[config.mk]
export PLATFORM = sky130hd
export DESIGN_NAME = qif_spike_monitor
export DESIGN_NICKNAME = d
export VERILOG_FILES = /design/src/rtl/qif_pkg.sv /design/src/rtl/qif_spike_detect.sv /design/src/rtl/qif_spike_monitor.sv
export SDC_FILE = /design/constraint.sdc
export NUM_CORES = 1
export LEC_CHECK = 0
export ABC_AREA = 1
export CAP_MARGIN = 30
export CORE_MARGIN = 2
export CORE_UTILIZATION = 40
export DETAILED_ROUTE_END_ITERATION = 12
export HOLD_SLACK_MARGIN = 0.12
export MAX_ROUTING_LAYER = met4
export REMOVE_ABC_BUFFERS = 1
export SYNTH_ARGS = -nofsm -noshare
export SYNTH_HDL_FRONTEND = slang
export SYNTH_HIERARCHICAL = 1
export SYNTH_SLANG_ARGS = --single-unit
[constraint.sdc]
create_clock -name clk -period 2.5 [get_ports clk]
set_clock_uncertainty 0.2 [all_clocks]
set_input_delay 0.375 -clock clk [delete_from_list [all_inputs] [get_ports clk]]
set_output_delay 0.375 -clock clk [all_outputs]
set_load 0.01 [all_outputs]
[src/rtl/qif_pkg.sv]
// Types and constants shared by the QIF neuron and its downstream spike monitor.
package qif_pkg;

    localparam int V_W = 8;
    typedef logic signed [V_W-1:0] volt_t;

    localparam volt_t V_PEAK  = 8'sd50;
    localparam volt_t V_RESET = -8'sd20;

    localparam int DEF_CNT_W = 8;
    localparam int DEF_ISI_W = 12;

    typedef enum logic {
        NO_REF,
        TRACK
    } isi_state_e;

endpackage

[src/rtl/qif_spike_detect.sv]
// Spike detector: flags an upward crossing of VPEAK or a steep post-fire drop,
// and registers the result as a one-cycle pulse.
module qif_spike_detect
    import qif_pkg::*;
#(
    parameter volt_t VPEAK   = V_PEAK,
    parameter int    DROP_TH = 40
) (
    input  logic  clk,
    input  logic  rst,
    input  logic  en_i,
    input  volt_t v_i,
    output logic  spike_det_o,
    output logic  spike_o
);

    localparam logic signed [V_W:0] DROP_TH_X = (V_W+1)'(DROP_TH);

    volt_t             v_prev_q, v_prev_d;
    logic              spike_q, spike_d;
    logic signed [V_W:0] fall;
    logic              rise, drop;

    always_comb begin
        // NOTE: every combinational output gets a default first, so no path leaves it unassigned and no latch is inferred.
        v_prev_d = v_prev_q;
        // Sign-extend both operands so a 127 -> -128 step reads as +255, not a wrapped -1.
        fall = {v_prev_q[V_W-1], v_prev_q} - {v_i[V_W-1], v_i};
        rise = (v_prev_q < VPEAK) && (v_i >= VPEAK);
        drop = (fall >= DROP_TH_X);
        spike_det_o = en_i && (rise || drop);
        spike_d     = spike_det_o;
        if (en_i) begin
            v_prev_d = v_i;
        end
    end

    // NOTE: state registers use non-blocking assignments so all flops sample the pre-edge values together.
    always_ff @(posedge clk or posedge rst) begin
        if (rst) begin
            v_prev_q <= V_RESET;
            spike_q  <= 1'b0;
        end else begin
            v_prev_q <= v_prev_d;
            spike_q  <= spike_d;
        end
    end

    assign spike_o = spike_q;

endmodule

[src/rtl/qif_spike_monitor.sv]
// Spike monitor: spike pulse, inter-spike interval and per-window spike rate
// delivered over a valid/ready handshake with a sticky overrun flag.
module qif_spike_monitor
    import qif_pkg::*;
#(
    parameter volt_t VPEAK      = V_PEAK,
    parameter int    DROP_TH    = 40,
    parameter int    WIN_CYCLES = 256,
    parameter int    CNT_W      = DEF_CNT_W,
    parameter int    ISI_W      = DEF_ISI_W
) (
    input  logic             clk,
    input  logic             rst_n,
    input  volt_t            v_in,
    input  logic             en,
    output logic             spike_o,
    output logic [ISI_W-1:0] isi_o,
    output logic             isi_valid_o,
    output logic [CNT_W-1:0] rate_o,
    output logic             rate_valid_o,
    input  logic             rate_ready_i,
    output logic             overrun_o
);

    localparam int               WIN_W    = $clog2(WIN_CYCLES);
    localparam logic [WIN_W-1:0] WIN_LAST = WIN_W'(WIN_CYCLES - 1);

    // The reset pin keeps its historical name but is active-high.
    logic rst;
    assign rst = rst_n;

    logic spike;

    qif_spike_detect #(
        .VPEAK   (VPEAK),
        .DROP_TH (DROP_TH)
    ) u_detect (
        .clk         (clk),
        .rst         (rst),
        .en_i        (en),
        .v_i         (v_in),
        .spike_det_o (spike),
        .spike_o     (spike_o)
    );

    isi_state_e       state_q, state_d;
    logic [ISI_W-1:0] since_q, since_d;
    logic [ISI_W-1:0] isi_q, isi_d;
    logic             isi_valid_q, isi_valid_d;
    logic [WIN_W-1:0] win_q, win_d;
    logic [CNT_W-1:0] cnt_q, cnt_d, cnt_inc;
    logic [CNT_W-1:0] rate_q, rate_d;
    logic             rate_valid_q, rate_valid_d;
    logic             overrun_q, overrun_d;
    logic             load, accept;

    always_comb begin
        state_d      = state_q;
        since_d      = since_q;
        isi_d        = isi_q;
        isi_valid_d  = 1'b0;
        win_d        = win_q;
        cnt_d        = cnt_q;
        rate_d       = rate_q;
        rate_valid_d = rate_valid_q;
        overrun_d    = overrun_q;

        cnt_inc = (spike && (cnt_q != '1)) ? cnt_q + CNT_W'(1) : cnt_q;
        load    = en && (win_q == WIN_LAST);
        accept  = rate_valid_q && rate_ready_i;

        if (en) begin
            unique case (state_q)
                NO_REF: begin
                    if (spike) begin
                        since_d = ISI_W'(1);
                        state_d = TRACK;
                    end
                end
                TRACK: begin
                    if (spike) begin
                        isi_d       = since_q;
                        isi_valid_d = 1'b1;
                        since_d     = ISI_W'(1);
                    end else if (since_q != '1) begin
                        since_d = since_q + ISI_W'(1);
                    end
                end
                default: state_d = NO_REF;
            endcase

            if (load) begin
                win_d = '0;
                cnt_d = '0;
            end else begin
                win_d = win_q + WIN_W'(1);
                cnt_d = cnt_inc;
            end
        end

        // A new window result wins over a same-cycle acceptance; only an unaccepted result counts as overrun.
        if (load) begin
            rate_d       = cnt_inc;
            rate_valid_d = 1'b1;
            if (rate_valid_q && !rate_ready_i) begin
                overrun_d = 1'b1;
            end
        end else if (accept) begin
            rate_valid_d = 1'b0;
        end
    end

    always_ff @(posedge clk or posedge rst) begin
        if (rst) begin
            state_q      <= NO_REF;
            since_q      <= '0;
            isi_q        <= '0;
            isi_valid_q  <= 1'b0;
            win_q        <= '0;
            cnt_q        <= '0;
            rate_q       <= '0;
            rate_valid_q <= 1'b0;
            overrun_q    <= 1'b0;
        end else begin
            state_q      <= state_d;
            since_q      <= since_d;
            isi_q        <= isi_d;
            isi_valid_q  <= isi_valid_d;
            win_q        <= win_d;
            cnt_q        <= cnt_d;
            rate_q       <= rate_d;
            rate_valid_q <= rate_valid_d;
            overrun_q    <= overrun_d;
        end
    end

    assign isi_o        = isi_q;
    assign isi_valid_o  = isi_valid_q;
    assign rate_o       = rate_q;
    assign rate_valid_o = rate_valid_q;
    assign overrun_o    = overrun_q;

endmodule

==> results.md, run 1 <==
- Synth-to-layout area growth: 31.1%
- Post-route ant nets: 0
- Largest net degree at the start of global routing: 53
- First-pass GRT wire length: 13200 um
- Max Fanout on Critical Path: 4
- Hold Slack: 0.153 ns
- Crit path max-delay family: simple AND/OR/NAND/NOR gates
- Setup ws final: -0.118 ns
- Setup violators final: 15
- Final Cycle Share: 105%
- Mapped cell area: 3410 um2
- Yosys reg bits: 61
- Drt pass-1 iters: 4
- Starting DRT DRC Count: 88
- Crit end category: register
- Die W: 96.4 um
- Max-slew headroom: 75.2%
- Layout cells sized above 1: 21.7%
- Number of fill cells in the layout: 789
- # diodes: 0
- Critical-path top delay cell: fa_2
- Dpl ws: -0.686 ns
- Synthesized instance count: 447
- Post-Route WL: 7600 um
- CTS Buf Count: 9
- Drt drc: 0
- Via count: 3018
- Dominant synthesized flop cell: dfrtp_1
- Measured slew at the worst slew-check pin: 0.372 ns
- Post-synth EDFFs: 0
- Worst path cell trace: inv_2 > ha_4 > fa_2 > inv_2 > nand2_2 > nand2_2 > nand2_1 > nand2_1 > nand2_1 > nand2_1 > nand3_2 > nand2_1 > nand2_1 > nand2_2 > buf_4 > inv_4 > buf_4 > nand3_1 > nand3_2 > o21ai_2 > inv_1 > nor2_2
- Die area: 9290 um2
- HP Class: in2async
- CTS tree: done
- Syn_area_per_cell: 7.64 um2
- H-tree levels: 3
- Total congestion overflow: 0
- Crit-path most repeated cell: nand2_1
- Synth top area share: 41.1%
- Initial core utilization: 41.3%
- WL/cell: 12.1 um
- Critical Path RT: 2.58 ns
- Crit path buf inv count: 6
- F_max: 0.382 GHz
- Failing checks: setup timing
- Synth cell types: 38
- Async S/R FF share, synth: 100%
- Clock transition at path regs: 0.07 ns
- Sink Count: 61
- Data arrival, critical path: 2.70 ns
- Leakage: 2.23 nW
- Post-layout nets: 541
- Top post-synthesis cells by count: 149 x nand2_1, 66 x inv_1, 56 x dfrtp_1
- Synth area leader: dfrtp_1
- Placer's final routability congestion estimate: 0.859
- Max Cap Viol: 0
- Total core area: 8260 um2
- Worst setup SP type: register
- Crit Path Category: reg2reg
- Clock root buffer: clkbuf_8
- Hpwl dp: 5460 um
- Hold buffers post-CTS: 0
- Vias in the first global route: 2998
- Area contributors post-synth: dfrtp_1 41%, nand2_1 16%, inv_1 7.3%, nand3_1 5.4%, o21ai_0 4.7%
- # IOs: 36
- Slew Limit Fails: 0
- PwrDens: 654 nW/um2
- Rows: 33
- Clk buf depth: 2
- Number of I/O port buffers: 35
- Most common cell in the netlist: nand2_1
- Ys Warns: 6
- Die Y: 96.4 um
- Final hold viol count: 0
- Run status: finished with violations
- Total GRT Usage: 18.9%
- Clk_lat worst skew: 0.34 ns
- Max incr delay on CP: 0.35 ns
- Initial antenna violation count: 0
- Max IR drop VDD: 281 uV
- Vias per std cell: 4.82
- RSZ-0062 raised after global routing: yes
- Sequential-to-total area share from yosys stat: 44.9%
- Min Tclk post-route: 2.62 ns
[flip-flops by register name, summed over array words and instances (netlist names), 8 cells and up]
| signal | flops |
|---|---|
| u_detect/v_prev_q | 8 |
| rate_o | 8 |
| since_q | 12 |
| win_q | 8 |
| cnt_q | 8 |
| isi_o | 12 |
[metal layers]
metal | routed length [um] | up-vias | global-route usage (%)
met5 | 0 | - | -
met4 | 175 | 0 | 7.75
met3 | 219 | 17 | 3.34
met2 | 3490 | 54 | 30.3
met1 | 3710 | 1397 | 23.9
li1 | - | 1550 | -
[final cells by class]
cell class,count,area [um2],share of cell area [%]
multi-input combinational,308,1750,39.1
sequential,61,1530,34.2
timing repair buffer,66,602,13.4
inverter,71,284,6.35
clock buffer,14,173,3.86
tap,105,131,2.94
clock inverter,1,5.00,0.112
[worst paths after layout]
kind                       cells after the start  slack (ns)                              from                               end
hold / removal                                 2        0.15                             rst_n  u_detect/v_prev_q[1]$_DFFE_PP0P_
min in group clk                               3        0.24                           v_in[6]  u_detect/v_prev_q[6]$_DFFE_PP1P_
max in group asynchronous                      2        1.63                             rst_n  u_detect/v_prev_q[7]$_DFFE_PP1P_
setup / recovery                              22       -0.12  u_detect/v_prev_q[0]$_DFFE_PP0P_           since_q[10]$_DFFE_PP0P_
setup reg to reg                              22       -0.12  u_detect/v_prev_q[0]$_DFFE_PP0P_           since_q[10]$_DFFE_PP0P_
hold reg to reg                                2        0.28             overrun_o$_DFFE_PP0P_             overrun_o$_DFFE_PP0P_
[cells by family after synthesis]
logic type               after synthesis  synth area share [%]
AND/OR/NAND/NOR                      244                  31.6
flip-flops                            61                  44.9
AO/OA/AOI/OAI                         48                  8.54
adder cells (fa/ha/maj)               12                  4.62
XOR/XNOR                               4                  1.03
buffers and inverters                 78                  9.31
[stage by stage]
| stage | setup TNS (ns) | utilization (%) | std cells | cell area, um2 | power [W] |
|---|---|---|---|---|---|
| 3_5_place_dp | -23.87 | 49.4 | 608 | 4080 | 0.00205 |
| 2_1_floorplan | -5.09 | - | 440 | 3360 | 0.00174 |
| 4_1_cts | -0.289 | 53.1 | 623 | 4380 | 0.00291 |
| 3_3_place_gp | -22.39 | 49.4 | 608 | 4080 | 0.00203 |
| 6_report | -1.11 | 54.2 | 626 | 4480 | 0.00293 |
| 5_1_grt | -7.16 | 54.2 | 626 | 4480 | 0.00313 |
[timing repair]
action                                  4_1_cts  5_1_grt
endpoints found under the setup margin       40       41
setup buffers                                 1        4
resized for setup                            48       21
pin swaps                                    13       19
[where the power goes]
part           switching (W)  internal, W  leakage (nW)
sequential          0.000133      0.00115         0.784
combinational       0.000450     0.000380          1.36
clock               0.000379     0.000435        0.0926
[layout by cell type (no fill, tap or decap), drive strengths merged, types with 2 or more instances in the layout]
master and count:
xor2 4, buf 31, nor2 28, dlygate4sd2 7, nand3 41, ha 11, dfrtp 56, inv 70
clkinv 2, o21ai 37, nor3 9, dfstp 5, nand4 8, a21oi 6, clkbuf 14, clkdlybuf4s50 28
nand3b 4, nand2 153, o31ai 2
[worst reg2reg max path: cells and delay by family, from the launching register on]
| family | cells | cell delay (ns) |
|---|---|---|
| buffers and inverters | 6 | 0.51 |
| flip-flops | 1 | 0.34 |
| adder cells (fa/ha/maj) | 2 | 0.51 |
| AND/OR/NAND/NOR | 13 | 0.89 |
| AO/OA/AOI/OAI | 1 | 0.13 |
Note: power is estimated with default switching activity, not from simulation.
==> run 2, diff against run 1 <==
- CTS_CLUSTER_SIZE: unset -> 24
==> results of run 2 <==
No change in the layout: final DEF, timing and power equal those of run 1.
==> run 3, diff against run 2 <==
- PLACE_DENSITY_LB_ADDON: unset -> 0.2
- SETUP_SLACK_MARGIN: unset -> 0.4
- clock period: 2.5 -> 2.1 ns (I/O delays scaled with it)
==> run 3 against run 2 <==
Effect of this change: the flow still finishes with violations (setup timing); critical endpoint is now cnt_q[7]$_DFFE_PP0P_; die area unchanged; largest cell class unchanged; global-route usage down 0.34 points; critical path type unchanged; worst setup slack worse by 0.36 ns.
==> results.md, run 3 (synthesis gave the netlist of run 1 again) <==
- Vias in the first global route: 2945
- Setup violators final: 43
- Drt pass-1 iters: 6
- Rows: 33
- Crit end category: register
- # diodes: 0
- Final hold viol count: 0
- Total core area: 8260 um2
- Die Y: 96.4 um
- Sink Count: 61
- Hold Slack: 0.0851 ns
- Vias per std cell: 4.77
- Largest net degree at the start of global routing: 36
- CTS Buf Count: 9
- First-pass GRT wire length: 13100 um
- Die W: 96.4 um
- Number of fill cells in the layout: 798
- Post-layout nets: 555
- Critical Path RT: 2.16 ns
- # IOs: 36
- Data arrival, critical path: 2.64 ns
- Slew Limit Fails: 0
- HP Class: in2reg
- Run status: finished with violations
- H-tree levels: 3
- Max IR drop VDD: 352 uV
- Final Cycle Share: 123%
- Max Fanout on Critical Path: 3
- Crit path max-delay family: simple AND/OR/NAND/NOR gates
- Max-slew headroom: 75.8%
- Number of I/O port buffers: 35
- Total GRT Usage: 18.6%
- Post-route ant nets: 0
- Placer's final routability congestion estimate: 0.938
- Clk pwr share: 28.3%
- Design Area, Final: 4590 um2
- Max incr delay on CP: 0.34 ns
- Critical-path top delay cell: dfrtp_1
- Drt drc: 0
- CTS tree: done
- Total placed instance area: 4130 um2
- Reg area: 1530 um2
- Clk buf depth: 2
- Total congestion overflow: 0
- Clk_lat worst skew: 0.33 ns
- Clock transition at path regs: 0.07 ns
- Crit Path Category: reg2reg
- Leakage: 2.43 nW
- Min Tclk post-route: 2.58 ns
- PwrDens: 774 nW/um2
- F_max: 0.387 GHz
- Post-Route WL: 7880 um
- Max Cap Viol: 0
- Worst path cell trace: inv_2 > ha_4 > fa_2 > inv_2 > nand2_1 > nand2_1 > nand2_1 > nand2_1 > nand2_1 > nand2_1 > nand3_1 > nand2_1 > nand2_1 > nand2_2 > buf_6 > nand4_1 > nor2_1 > o21ai_1 > o21ai_1 > nand2_1 > o21ai_1
- Starting DRT DRC Count: 111
- Crit path buf inv count: 3
- Worst setup SP type: register
- P_int: 0.00240 W
- Setup ws final: -0.483 ns
- WL/cell: 12.3 um
- Switching part of the total: 32.3%
- RSZ-0062 raised after global routing: yes
- Psw: 0.00115 W
- Sequential power share: 43.0%
- Clock root buffer: clkbuf_8
- Area occupied by multi-input gates: 1750 um2
- Layout cells sized above 1: 23.2%
- Crit-path most repeated cell: nand2_1
- Commonest non-fill, non-tap cell in the layout: nand2_1
- Initial antenna violation count: 0
- Hpwl dp: 5690 um
- Layout Utilization: 55.6%
- Sum of negative setup slack: -17.81 ns
- Gate power share: 28.8%
- Synth-to-layout area growth: 34.4%
- Die area: 9290 um2
- Measured slew at the worst slew-check pin: 0.363 ns
- Failing checks: setup timing
- Initial core utilization: 41.3%
- Leading cell types in the layout, fill and taps excluded: 140 x nand2_1, 58 x inv_1, 56 x dfrtp_1
- Via count: 3049
- Dpl ws: -1.09 ns
==> run 3: final cells by class <==
cell class / instances / area share (%)
multi-input combinational: 308 / 38.1
clock inverter: 2 / 0.764
inverter: 71 / 6.05
clock buffer: 12 / 3.16
timing repair buffer: 80 / 15.7
sequential: 61 / 33.4
tap: 105 / 2.86
==> run 3: power groups by stage <==
stage / clock, W / combinational, W / sequential [W]
floorplan: 0 / 0.000540 / 0.00153
detailed placement: 0 / 0.000910 / 0.00154
global placement: 0 / 0.000888 / 0.00154
global route: 0.00108 / 0.00116 / 0.00156
CTS: 0.00103 / 0.000937 / 0.00152
finish: 0.00100 / 0.00102 / 0.00153
==> run 3: metrics by stage <==
| stage | total power [W] | cells |
|---|---|---|
| 4_1_cts | 0.00349 | 630 |
| 6_report | 0.00355 | 639 |
| 3_5_place_dp | 0.00245 | 613 |
| 3_3_place_gp | 0.00242 | 613 |
| 5_1_grt | 0.00379 | 639 |
| 2_1_floorplan | 0.00207 | 440 |
==> run 3: worst min-delay path, cell delays in order <==
cell and delay (ns):
dlymetal6s2s_1 0.14, nand2_1 0.07, o21ai_0 0.08
==> run 3: final timing paths <==
path,depth (start not counted),slack [ns],to,startpoint
worst max-delay path,21,-0.48,cnt_q[7]$_DFFE_PP0P_,u_detect/v_prev_q[0]$_DFFE_PP0P_
min in group asynchronous,3,0.65,win_q[2]$_DFFE_PP0P_,rst_n
worst min-delay path,3,0.09,u_detect/v_prev_q[6]$_DFFE_PP1P_,v_in[6]
worst min register to register,2,0.27,overrun_o$_DFFE_PP0P_,overrun_o$_DFFE_PP0P_
max in group asynchronous,4,0.56,since_q[2]$_DFFE_PP0P_,rst_n
worst max register to register,21,-0.48,cnt_q[7]$_DFFE_PP0P_,u_detect/v_prev_q[0]$_DFFE_PP0P_
==> run 3: layer usage <==
metal / vias up / share of wire, % / global-route usage [%]
met2: 48 / 49 / 30.4
met3: 11 / 3.8 / 2.95
met4: 0 / 1.2 / 6.34
met1: 1412 / 46 / 23.6
li1: 1578 / - / -
met5: - / 0 / -
==> run 3: repair_timing <==
action,in CTS,in global routing
pin swaps,12,14
endpoints found under the setup margin,73,81
endpoints found under the hold margin,3,0
setup buffers,2,9
hold buffers,1,0
resized for setup,54,31
